$ cat src/rtl/spi_fifo_v2.sv
// Single-clock FIFO between the SPI shift engine and the host side, one per direction.
// Occupancy is a dedicated register; status flags decode from it, error flags are sticky.
module spi_fifo_v2 #(
    parameter int DEPTH    = 128,
    parameter int DWIDTH   = 8,
    parameter int FWFT     = 0,
    parameter int AF_LEVEL = DEPTH - 2,
    parameter int AE_LEVEL = 2
) (
    input  logic                       i_clk,
    input  logic                       i_rst,
    input  logic                       flush,
    input  logic                       buff_WEn,
    input  logic [DWIDTH-1:0]          dataIn,
    input  logic                       buff_REn,
    output logic [DWIDTH-1:0]          dataOut,
    output logic                       o_valid,
    output logic                       empty,
    output logic                       full,
    output logic                       almost_full,
    output logic                       almost_empty,
    output logic [$clog2(DEPTH):0]     count,
    output logic                       overflow,
    output logic                       underflow
);

    localparam int AW = $clog2(DEPTH);
    localparam int PW = AW + 1;
    localparam logic [PW-1:0] DEPTH_C = PW'(DEPTH);
    localparam logic [PW-1:0] AF_C    = PW'(AF_LEVEL);
    localparam logic [PW-1:0] AE_C    = PW'(AE_LEVEL);

    // Handshake: buff_WEn/buff_REn are requests that take effect only when the
    // FIFO is not full/not empty at the start of the cycle; o_valid qualifies dataOut.

    logic [DWIDTH-1:0] mem [DEPTH];

    logic [PW-1:0] wptr_q, wptr_d;
    logic [PW-1:0] rptr_q, rptr_d;
    logic [PW-1:0] count_q, count_d;
    logic          ovf_q, ovf_d;
    logic          udf_q, udf_d;
    logic          wr_acc;
    logic          rd_acc;
    logic [AW-1:0] widx;
    logic [AW-1:0] ridx;

    assign widx = wptr_q[AW-1:0];
    assign ridx = rptr_q[AW-1:0];

    assign empty        = (count_q == '0);
    assign full         = (count_q == DEPTH_C);
    assign almost_full  = (count_q >= AF_C);
    assign almost_empty = (count_q <= AE_C);
    assign count        = count_q;
    assign overflow     = ovf_q;
    assign underflow    = udf_q;

    always_comb begin
        wr_acc  = buff_WEn && !full && !flush;
        rd_acc  = buff_REn && !empty && !flush;
        wptr_d  = wptr_q;
        rptr_d  = rptr_q;
        count_d = count_q;
        ovf_d   = ovf_q;
        udf_d   = udf_q;
        if (flush) begin
            wptr_d  = '0;
            rptr_d  = '0;
            count_d = '0;
            ovf_d   = 1'b0;
            udf_d   = 1'b0;
        end else begin
            if (wr_acc) wptr_d = wptr_q + PW'(1);
            if (rd_acc) rptr_d = rptr_q + PW'(1);
            case ({wr_acc, rd_acc})
                2'b10:   count_d = count_q + PW'(1);
                2'b01:   count_d = count_q - PW'(1);
                default: count_d = count_q;
            endcase
            // Rejected requests are recorded but never stall the other side.
            if (buff_WEn && full)  ovf_d = 1'b1;
            if (buff_REn && empty) udf_d = 1'b1;
        end
    end

    always_ff @(posedge i_clk or posedge i_rst) begin
        if (i_rst) begin
            wptr_q  <= '0;
            rptr_q  <= '0;
            count_q <= '0;
            ovf_q   <= 1'b0;
            udf_q   <= 1'b0;
        end else begin
            wptr_q  <= wptr_d;
            rptr_q  <= rptr_d;
            count_q <= count_d;
            ovf_q   <= ovf_d;
            udf_q   <= udf_d;
        end
    end

    // Storage has no reset; a word becomes readable the cycle after it is written.
    always_ff @(posedge i_clk) begin
        if (wr_acc) mem[widx] <= dataIn;
    end

    if (FWFT != 0) begin : g_fwft
        assign dataOut = mem[ridx];
        assign o_valid = !empty;
    end else begin : g_reg
        logic [DWIDTH-1:0] dout_q, dout_d;
        logic              valid_q, valid_d;

        always_comb begin
            dout_d  = dout_q;
            valid_d = 1'b0;
            if (rd_acc) begin
                dout_d  = mem[ridx];
                valid_d = 1'b1;
            end
        end

        always_ff @(posedge i_clk or posedge i_rst) begin
            if (i_rst) begin
                dout_q  <= '0;
                valid_q <= 1'b0;
            end else begin
                dout_q  <= dout_d;
                valid_q <= valid_d;
            end
        end

        assign dataOut = dout_q;
        assign o_valid = valid_q;
    end

    // The occupancy register must always agree with the pointer distance.
    a_count_matches_ptrs: assert property (@(posedge i_clk) disable iff (i_rst)
        count_q == PW'(wptr_q - rptr_q));
    a_count_in_range: assert property (@(posedge i_clk) disable iff (i_rst)
        count_q <= DEPTH_C);

endmodule

$ cat config.mk
export PLATFORM = sky130hd
export DESIGN_NAME = spi_fifo_v2
export DESIGN_NICKNAME = d
export VERILOG_FILES = /design/src/rtl/spi_fifo_v2.sv
export SDC_FILE = /design/constraint.sdc
export NUM_CORES = 1
export LEC_CHECK = 0
export BUFFER_PORTS_ARGS = -buffer_cell sky130_fd_sc_hd__buf_2
export CORE_MARGIN = 2
export CORE_UTILIZATION = 57
export DETAILED_ROUTE_END_ITERATION = 10
export PLACE_DENSITY = 0.81
export SYNTH_ARGS = -nofsm -noshare
export SYNTH_HDL_FRONTEND = slang
export SYNTH_SLANG_ARGS = --single-unit
$ cat constraint.sdc
create_clock -name i_clk -period 3.3 [get_ports i_clk]
set_input_delay 0.495 -clock i_clk [delete_from_list [all_inputs] [get_ports i_clk]]
set_output_delay 0.495 -clock i_clk [all_outputs]
set_load 0.01 [all_outputs]
==> results.sh <==
export IMPL_p_leak_nw=14.82
export IMPL_worstHoldPathCells=3
export IMPL_ctsHtreeMaxLevel=3
export IMPL_drc=0
export IMPL_worstSetupPathType="reg2reg"
export IMPL_r2r_start="rptr_q[3]"
export IMPL_grt_pass1_wl_mm=148.0
export IMPL_reg2reg_depth=8
export IMPL_synthesis_instances=1939
export IMPL_place_congestion=0.9529
export IMPL_syn_area_mm2=0.04093
export IMPL_synth_nets=1958
export IMPL_status="finished, final reports clean"
export IMPL_grt_total_usage=0.2786
export IMPL_ys_seq_area_frac=0.7715
export IMPL_via_per_inst=6.708
export IMPL_firstDrtPassIters=6
export IMPL_ys_types=50
export IMPL_hold_violations=0
export IMPL_ir_drop_mv=0.4340
export IMPL_ios=36
export IMPL_yosys_most_used_dff="edfxtp_1"
export IMPL_startpoint_type="register"
export IMPL_vias=21432
export IMPL_die_x_um=272.0
export IMPL_yosys_warnings=0
export IMPL_fin_crit_sh=0.9782
export IMPL_grt_max_degree=109
export IMPL_cp_required_ns=3.86
export IMPL_cts_buffers=101
export IMPL_crit_path_end="dataOut[1]"
export IMPL_first_iter_violations=3185
export IMPL_nets=2175
export IMPL_avgRoutedWirePerCell_um=31.71
export IMPL_max_slew_worst_pin_slew_ns=1.262
export IMPL_power_total_mw=32.39
export IMPL_dp_hpwl_mm=60.01
export IMPL_first_global_vias=21703
export IMPL_initial_utilization=0.5745
export IMPL_hp_class="in2reg"
export IMPL_max_cap_violations=0
export IMPL_syn_area_per_cell_um2=21.11
export IMPL_overflow=0
export IMPL_drv_slew=0
export IMPL_rsz0062_at_grt="no"
export IMPL_async_reset_ff_frac=0.03122
export IMPL_synth_edff_count=1024
export IMPL_period_needed_ns=3.228
export IMPL_setup_viol=0
export IMPL_fp_dieH_um=272.0
export IMPL_dieArea_mm2=0.07396
export IMPL_clk_path_buf_depth=3
export IMPL_arrival_ns=3.79
export IMPL_area_delta_synth_final_pct=14.64
export IMPL_worst_path_max_fanout=9
export IMPL_fin_setup_tns_ns=0
export IMPL_rows=98
export IMPL_r2r_setup_slack_ns=0.07
export IMPL_clock_latency_ns=0.69
export IMPL_port_buffers=35
export IMPL_cts_setup_buffers=0
export IMPL_max_freq_mhz=309.8
export IMPL_drive_gt1_frac=0.2981
export IMPL_p_per_area_mw_per_mm2=690.3
export IMPL_critical_path_startpoint="rptr_q[3]"
export IMPL_root_buffer="clkbuf_16"
export IMPL_cts_tree="done"
export IMPL_relSlewSlack=0.1585
export IMPL_ys_ff_latch=1057
export IMPL_postRouteWirelength_mm=101.3
export IMPL_path_clk_slew_ns=0.07
export IMPL_r2r_end="dataOut[1]"
export IMPL_critPathCaptureType="register"
export IMPL_cts_sinks=1057
export IMPL_ant_nets=0
export IMPL_antenna_found_initial=2
export IMPL_skew_ns=0.04025
export IMPL_fp_coreArea_mm2=0.07124
-- layout make-up --
cell class,instances,area [µm²]
clock buffer,115,2663
timing repair buffer,221,1869
sequential,1057,31580
antenna,1,2.502
multi-input combinational,766,8870
fill,4235,24320
tap,950,1189
inverter,9,36.28
clock inverter,76,704.4
-- registers in the layout (all words and copies together) (netlist names) --
| name | cells |
|---|---|
| mem | 1024 |
| count | 8 |
| dataOut | 8 |
| rptr_q | 7 |
| wptr_q | 7 |
| o_valid | 1 |
| overflow | 1 |
| underflow | 1 |
-- cell families after synthesis --
group                    after synthesis  synth area share
AO/OA/AOI/OAI                        148           0.02415
flip-flops                          1057            0.7715
multiplexers                         294            0.1544
adder cells (fa/ha/maj)                6          0.001834
XOR/XNOR                              20          0.004280
AND/OR/NAND/NOR                      298           0.03170
buffers and inverters                116           0.01214
-- cells in the mapped netlist, types with 2 or more instances --
master | number | area [µm²]
a21oi_1 | 16 | 80.08
a221oi_1 | 4 | 35.03
a22o_1 | 6 | 52.55
a22oi_1 | 20 | 150.1
a31oi_1 | 8 | 50.05
and2_1 | 2 | 12.51
buf_1 | 16 | 60.06
buf_2 | 38 | 190.2
buf_4 | 3 | 22.52
clkbuf_1 | 50 | 187.7
dfrtp_1 | 33 | 825.8
edfxtp_1 | 1024 | 30750
ha_1 | 6 | 75.07
inv_1 | 7 | 26.28
mux2_2 | 7 | 78.83
mux2i_1 | 18 | 180.2
mux4_2 | 269 | 6058
nand2_1 | 47 | 176.4
nand2b_1 | 5 | 31.28
nand3_1 | 19 | 95.09
nand4_1 | 11 | 68.82
nor2_1 | 166 | 623.1
nor2b_1 | 11 | 68.82
nor3_1 | 11 | 55.05
nor4_1 | 17 | 106.4
o211ai_1 | 2 | 15.01
o21ai_0 | 7 | 35.03
o22a_1 | 2 | 17.52
o22ai_1 | 70 | 437.9
o31ai_1 | 3 | 22.52
or2_2 | 2 | 12.51
or3_1 | 3 | 18.77
xnor2_1 | 8 | 70.07
xor2_1 | 12 | 105.1
-- metrics by stage --
stage | setup WS (ns) | hold WS, ns | area [µm²] | instances | utilization
CTS | 0.1137 | 0.1231 | 46910 | 3194 | 0.6585
detailed placement | 0.1531 | 0.4677 | 43530 | 3002 | 0.6111
global placement | 0.2651 | 0.4545 | 43530 | 3002 | 0.6111
floorplan | 0.009992 | 0.5010 | 40940 | 1939 | -
global route | 0.05546 | 0.1436 | 46920 | 3194 | 0.6585
finish | 0.07180 | 0.1409 | 46920 | 3195 | 0.6586
-- metal layers --
layer  vias to the layer above  wire [µm]  track usage
li1                       8520          -            -
met1                     11051      35950       0.3736
met2                      1554      49000       0.4429
met3                       303      11380      0.06903
met4                         4       4965       0.1190
met5                         -         30            0
-- worst min-delay path by stage --
stage	start	end	slack, ns
CTS	buff_WEn	overflow	0.12
floorplan	dataOut[5]	dataOut[5]	0.50
detailed placement	dataOut[5]	dataOut[5]	0.47
global placement	dataOut[5]	dataOut[5]	0.45
finish	buff_WEn	overflow	0.14
global route	buff_WEn	overflow	0.14
-- report_power, final --
| group | total [mW] | internal [mW] | switching (mW) |
|---|---|---|---|
| sequential | 15.0 | 14.8 | 0.191 |
| clock | 11.8 | 6.74 | 5.02 |
| combinational | 5.60 | 2.63 | 2.96 |
| total | 32.4 | 24.2 | 8.17 |
-- critical path, stage by stage, from the launching register on --
cell	delay [ns]
dfrtp_1	0.49
and2_1	0.51
nand2b_1	0.48
buf_4	0.34
o22ai_1	0.26
nor4_1	0.11
buf_4	0.17
mux4_2	0.46
mux2_2	0.29
-- layout by cell type, fill, tap and decap left out, drive strengths merged, types with 8 or more instances in the layout --
cell type	n
a21oi	16
nor2b	11
a31oi	8
dfrtp	33
xnor2	8
mux2i	18
inv	13
buf	220
nor3	11
edfxtp	1024
nand3	19
o21ai	8
nand2	48
xor2	12
clkbuf	115
clkinv	53
o22ai	70
mux4	269
bufinv	12
a22oi	20
nand4	11
nor4	17
nor2	166
-- timing repair --
action	4_1_cts	5_1_grt
hold buffers	1	0
hold endpoints to repair	33	0
endpoints found under the setup margin	0	3
gates resized for setup	0	1
No activity file was read; power rests on OpenSTA's default activity.
